===== config.mk =====
export PLATFORM = sky130hd
export DESIGN_NAME = loop_nest_issuer_flat
export DESIGN_NICKNAME = d
export VERILOG_FILES = /design/src/rtl/loop_nest_issuer_pkg.sv /design/src/rtl/loop_nest_issuer_if.sv /design/src/rtl/loop_nest_issuer_level.sv /design/src/rtl/loop_nest_issuer.sv /design/src/flat_wrapper.sv
export SDC_FILE = /design/constraint.sdc
export NUM_CORES = 1
export LEC_CHECK = 0
export BUFFER_PORTS_ARGS = -buffer_cell sky130_fd_sc_hd__buf_4
export CORE_MARGIN = 1.5
export CORE_UTILIZATION = 24
export CTS_BUF_LIST = sky130_fd_sc_hd__clkbuf_4
export DETAILED_ROUTE_END_ITERATION = 6
export PLACE_DENSITY = 0.43
export SYNTH_ARGS = -nofsm -noshare
export SYNTH_HDL_FRONTEND = slang
export SYNTH_SLANG_ARGS = --single-unit
export TNS_END_PERCENT = 50

===== constraint.sdc =====
create_clock -name clk -period 15.7 [get_ports clk]
set_input_delay 3.14 -clock clk [delete_from_list [all_inputs] [get_ports clk]]
set_output_delay 3.14 -clock clk [all_outputs]
set_load 0.02 [all_outputs]

===== src/rtl/loop_nest_issuer_pkg.sv =====
// Shared types and helpers for the loop_nest_issuer slice.
// Optional perf counter is enabled by LOOP_NEST_ISSUER_PERF_EN.
package loop_nest_pkg;

  typedef enum logic {
    IDLE,
    RUN
  } state_t;

  localparam int W_DEFAULT = 32;

  // LSB position of level k in a packed DEPTH*w vector
  function automatic int lvl_lsb(input int k, input int w);
    return k * w;
  endfunction

endpackage


===== src/rtl/loop_nest_issuer_if.sv =====
// Start/issue bundle between a pipeline controller and loop_nest_issuer.
// stall_cycles exists only with LOOP_NEST_ISSUER_PERF_EN.
interface loop_nest_issuer_if
  import loop_nest_pkg::*;
#(
  parameter int DEPTH = 2,
  parameter int W     = W_DEFAULT
);

  logic                 start;
  logic [DEPTH*W-1:0]   trip_counts;
  logic                 stall;
  logic                 issue;
  logic [DEPTH*W-1:0]   idx;
  logic                 last;
  logic                 busy;
  logic                 empty;
`ifdef LOOP_NEST_ISSUER_PERF_EN
  logic [31:0]          stall_cycles;

  modport master (
    output start, trip_counts, stall,
    input  issue, idx, last, busy, empty,
    input  stall_cycles
  );

  modport slave (
    input  start, trip_counts, stall,
    output issue, idx, last, busy, empty,
    output stall_cycles
  );
`else
  modport master (
    output start, trip_counts, stall,
    input  issue, idx, last, busy, empty
  );

  modport slave (
    input  start, trip_counts, stall,
    output issue, idx, last, busy, empty
  );
`endif

endinterface


===== src/rtl/loop_nest_issuer_level.sv =====
// One odometer digit: counts on en, wraps to 0 after trip-1.
// clear forces the digit back to 0 at the end of a nest.
module loop_level_counter #(
  parameter int W = 32
) (
  input  logic         clk,
  input  logic         rst,
  input  logic         clear,
  input  logic         en,
  input  logic [W-1:0] trip,
  output logic [W-1:0] value,
  output logic         at_max
);

  assign at_max = (value == trip - W'(1));

  always_ff @(posedge clk) begin
    if (rst || clear) begin
      value <= '0;
    end else if (en) begin
      value <= at_max ? '0 : value + W'(1);
    end
  end

endmodule


===== src/rtl/loop_nest_issuer.sv =====
// Issues perfectly nested loop iterations every II cycles after start.
// Build with LOOP_NEST_ISSUER_PERF_EN to add the lost-slot counter.
module loop_nest_issuer
  import loop_nest_pkg::*;
#(
  parameter int DEPTH = 2,
  parameter int W     = W_DEFAULT,
  parameter int II    = 1
) (
  input  logic             clk,
  input  logic             rst,
  loop_nest_issuer_if.slave bus
);

  localparam int GW = (II < 1) ? 1 : $clog2(II + 1);
  localparam logic [GW-1:0] II_G = GW'(II);

  state_t             state;
  logic [GW-1:0]      gap;
  logic [DEPTH*W-1:0] trip_q;
  logic [DEPTH*W-1:0] trip_eff;
  logic [DEPTH*W-1:0] idx_w;
  logic [DEPTH-1:0]   en;
  logic [DEPTH-1:0]   at_max;
  logic               idle;
  logic               any_zero;
  logic               accept;
  logic               slot;
  logic               issue_c;
  logic               last_c;

  assign idle = (state == IDLE);

  always_comb begin
    any_zero = 1'b0;
    for (int k = 0; k < DEPTH; k++) begin
      if (bus.trip_counts[lvl_lsb(k, W) +: W] == '0) begin
        any_zero = 1'b1;
      end
    end
  end

  assign accept  = !rst && idle && bus.start && !any_zero;
  assign slot    = (state == RUN) && (gap >= II_G);
  assign issue_c = !rst && (accept || slot) && !bus.stall;
  assign last_c  = issue_c && (&at_max);

  // The start cycle compares against the live trips; they are latched after.
  assign trip_eff = idle ? bus.trip_counts : trip_q;
  assign en[0]    = issue_c;

  for (genvar k = 0; k < DEPTH; k++) begin : g_lvl
    loop_level_counter #(
      .W(W)
    ) u_cnt (
      .clk   (clk),
      .rst   (rst),
      .clear (last_c),
      .en    (en[k]),
      .trip  (trip_eff[lvl_lsb(k, W) +: W]),
      .value (idx_w[lvl_lsb(k, W) +: W]),
      .at_max(at_max[k])
    );
    if (k < DEPTH - 1) begin : g_carry
      assign en[k+1] = en[k] & at_max[k];
    end
  end

  always_ff @(posedge clk) begin
    if (rst) begin
      state  <= IDLE;
      gap    <= '0;
      trip_q <= '0;
    end else begin
      unique case (state)
        IDLE: begin
          if (accept) begin
            trip_q <= bus.trip_counts;
            if (!issue_c) begin
              // stalled start: first issue is pending
              state <= RUN;
              gap   <= II_G;
            end else if (!last_c) begin
              state <= RUN;
              gap   <= GW'(1);
            end
          end
        end
        RUN: begin
          if (issue_c) begin
            if (last_c) begin
              state <= IDLE;
              gap   <= '0;
            end else begin
              gap <= GW'(1);
            end
          end else if (gap < II_G) begin
            gap <= gap + GW'(1);
          end
        end
      endcase
    end
  end

  assign bus.issue = issue_c;
  assign bus.last  = last_c;
  assign bus.idx   = idx_w;
  assign bus.busy  = (state == RUN);
  assign bus.empty = !rst && idle && bus.start && any_zero;

`ifdef LOOP_NEST_ISSUER_PERF_EN
  logic [31:0] stall_cnt;

  always_ff @(posedge clk) begin
    if (rst || accept) begin
      stall_cnt <= '0;
    end else if (slot && bus.stall && stall_cnt != '1) begin
      stall_cnt <= stall_cnt + 32'd1;
    end
  end

  assign bus.stall_cycles = stall_cnt;
`endif

endmodule


===== src/flat_wrapper.sv =====
// flat-port wrapper written by rule: the top's interface ports become plain ports
module loop_nest_issuer_flat import loop_nest_pkg::*;
#(
  parameter int DEPTH = 2,
  parameter int W     = W_DEFAULT,
  parameter int II    = 1
)
  (clk, rst, bus_start, bus_trip_counts, bus_stall, bus_issue, bus_idx, bus_last, bus_busy, bus_empty);
  loop_nest_issuer_if #(.DEPTH(DEPTH), .W(W)) bus_i ();
  input  logic clk;
  input  logic rst;
  input wire logic [$bits(bus_i.start)-1:0] bus_start;
  input wire logic [$bits(bus_i.trip_counts)-1:0] bus_trip_counts;
  input wire logic [$bits(bus_i.stall)-1:0] bus_stall;
  output wire logic [$bits(bus_i.issue)-1:0] bus_issue;
  output wire logic [$bits(bus_i.idx)-1:0] bus_idx;
  output wire logic [$bits(bus_i.last)-1:0] bus_last;
  output wire logic [$bits(bus_i.busy)-1:0] bus_busy;
  output wire logic [$bits(bus_i.empty)-1:0] bus_empty;
  assign bus_i.start = bus_start;
  assign bus_i.trip_counts = bus_trip_counts;
  assign bus_i.stall = bus_stall;
  assign bus_issue = bus_i.issue;
  assign bus_idx = bus_i.idx;
  assign bus_last = bus_i.last;
  assign bus_busy = bus_i.busy;
  assign bus_empty = bus_i.empty;
  loop_nest_issuer #(.DEPTH(DEPTH), .W(W), .II(II)) u_core (.clk(clk), .rst(rst), .bus(bus_i));
endmodule

==> flow_summary.toml <==
[run_status]
status = "finished clean"

[detailed_routing]
met3WireLength_um = 1111
viasPerCell = 4.910
top_layer = "met4"
num_vias = 8514
drt_iter0_markers = 378
wl_per_cell_um = 18.33
met2_length_um = 15560
route.detailed.drc = 0
ant_nets = 0
wl_um = 31780
first_pass_iters = 4
routedLengthMet1_um = 14360

[synthesis]
synth_seq_area_share = 0.2854
yosys-top-cells-area = "dfxtp_1, mux2i_1, xnor2_1, nor2_1, xor2_1"
syn_inst = 1110
yosysTopAreaCellShare = 0.2854
ys_top_cells_by_count = "nor2_1, mux2i_1, dfxtp_1"
synth_area_leader_cell = "dfxtp_1"
syn_avg_cell_area_um2 = 8.216
synth_edf_count = 0
synth_warnings = 0
synth_seq_cells = 130
syn-cell-area_um2 = 9120
async_flop_share = 0
synth_most_common_cell = "nor2_1"
ys.flop_type = "dfxtp_1"
synthDistinctLibCells = 72
syn_nets = 1182

[clock_tree]
clk_latency_ns = 0.57
holdBufCountCts = 0
cts_made_buffers = 17
post_cts_buffers = 0
clockBufferDepth = 2
root_buffer = "clkbuf_4"
ctsResizeCount = 0
h-tree-depth = 4
cts_sinks = 130
cts_tree = "yes"
path_clk_slew_ns = 0.11

[place]
portBuffers = 135
hpwl_um = 24080
routabilityCongestion = 0.8865

[power_and_ir_drop]
leakage_nw = 3.752
peakVddDrop_mv = 0.03518
finalPower_mw = 0.7450
p_per_area_nw_per_um2 = 68.94

[hold_path]
min-delay-path-class = "reg -> reg"

[sta]
fin_crit_sh = 0.6484
worst_pin_slew_ns = 0.9201
hold_viol = 0
tns_ns = 0
slew_headroom = 0.3809
max_freq_mhz = 98.23
finalMaxSlewViolations = 0
setup_violations = 0
worst_clock_skew_ns = 0.01477
period_minus_slack_ns = 10.18
rsz0062_at_grt = "no"

[floorplan]
start_util = 0.2427
die_h_um = 197.9
coreArea_um2 = 37580
dieArea_um2 = 39180
die_w_um = 197.9
ioPinCount = 136
core.rowCount = 71

[global_routing]
track_usage = 0.1631
grt_pass1_wl_um = 48910
grt.overflow.total = 0
grt_max_degree = 172
grt_pass1_vias = 8335
antenna_found_initial = 1

[worst_setup_path]
cp-start-kind = "input pin"
crit_path_end_kind = "output port"
critPathSlowestCell = "or4b_2"
cp.required_ns = 12.56
critPathTopFamily = "simple AND/OR/NAND/NOR gates"
crit_fanout = 6
worstSetupPathType = "in -> out"
crit_path_max_incr_delay_ns = 0.62
critical_path_arrival_ns = 7.04
cp_num_buf_inv = 2
path_cells = "buf_4 -> mux2i_1 -> ha_1 -> or4b_2 -> o22ai_2 -> nor4bb_1 -> xnor2_1 -> o21ai_0 -> or4_1 -> or4_1 -> nor4_1 -> buf_4"

[layout]
fill_cells = 4116
layout-drive-gt1-share = 0.1572
final_nets = 1284
areaGrowthSynthToFinish_pct = 18.49
final_util = 0.2876

[flow_run]
max_cap_viol_count = 0
==> flip-flops by register name, summed over array words and instances, names as in the netlist <==
| register | count |
|---|---|
| u_core.gap | 1 |
| u_core.bus.busy | 1 |
| u_core.trip_q | 64 |
| u_core.g_lvl.u_cnt.value | 64 |
==> placed cells by master, fill, tap and decap left out, drive strengths merged, types with 7 or more instances in the layout <==
cell | netlist | final
or3 | 31 | 31
xor2 | 56 | 56
xnor2 | 73 | 73
and3 | 22 | 22
nand4 | 18 | 18
mux2i | 132 | 132
nor4b | 10 | 10
dfxtp | 130 | 130
inv | 11 | 11
nor4 | 21 | 21
nor3 | 50 | 50
nand3 | 31 | 31
or3b | 8 | 8
o31ai | 15 | 15
a21oi | 51 | 51
buf | 27 | 139
or4 | 27 | 27
or2 | 7 | 7
and2 | 9 | 9
and4 | 7 | 7
nand2 | 57 | 57
nor3b | 20 | 20
o22ai | 15 | 15
nor2 | 153 | 153
o21ai | 24 | 24
clkinv | 0 | 7
clkbuf | 29 | 18
==> layer usage <==
metal  up-vias  track usage
met2       163       0.2835
met4         0      0.05230
met3        33      0.02776
li1       4275            -
met1      4043       0.2039
met5         -            0
==> cells by family after synthesis <==
group | count (synthesis) | synth area share
compound gates | 155 | 0.1125
xor+xnor | 129 | 0.1239
fa+ha+maj | 4 | 0.005488
buf+inv | 67 | 0.03608
flops | 130 | 0.2854
mux | 134 | 0.1473
simple gates | 491 | 0.2893
==> through the flow <==
step	cell area (um2)	hold WS [ns]	cells	worst slack, ns
global placement	10550	0.4540	1704	5.626
floorplan	9120	0.4294	1110	6.013
global route	10800	0.5017	1733	5.330
detailed placement	10550	0.4632	1704	5.551
finish	10810	0.4684	1734	5.520
CTS	10800	0.4775	1732	5.536
==> path summary, 6_finish.rpt <==
path / startpoint / to / slack, ns / depth (start not counted)
max: bus_trip_counts[0] / bus_last / 5.52 / 12
min reg2reg: u_core.gap / u_core.gap / 0.47 / 2
min: u_core.gap / u_core.gap / 0.47 / 2
max reg2reg: u_core.bus.busy / u_core.g_lvl[1].u_cnt.value[13] / 10.21 / 12
==> final cells by class <==
| cell class | instances | area (um2) | share of cell area |
|---|---|---|---|
| multi-input cells | 913 | 6203 | 0.5740 |
| inverters | 11 | 41.29 | 0.003821 |
| clock inverters | 10 | 120.1 | 0.01111 |
| well taps | 511 | 639.4 | 0.05916 |
| repair buffers | 139 | 1056 | 0.09772 |
| clock buffers | 18 | 135.1 | 0.01250 |
| diodes | 2 | 5.005 | 0.0004631 |
| flip-flops and latches | 130 | 2606 | 0.2412 |
==> report_power, final <==
group	leakage, nW	switching [mW]	internal, mW
Combinational	2.55	0.0909	0.0686
Clock	0.143	0.132	0.106
Sequential	1.06	0.00911	0.339
==> worst min-delay path, cell delays in order, from the launching register on <==
cell,delay (ns)
dfxtp_1,0.32
inv_1,0.04
a211oi_1,0.06
Note: power is estimated with default switching activity, not from simulation.
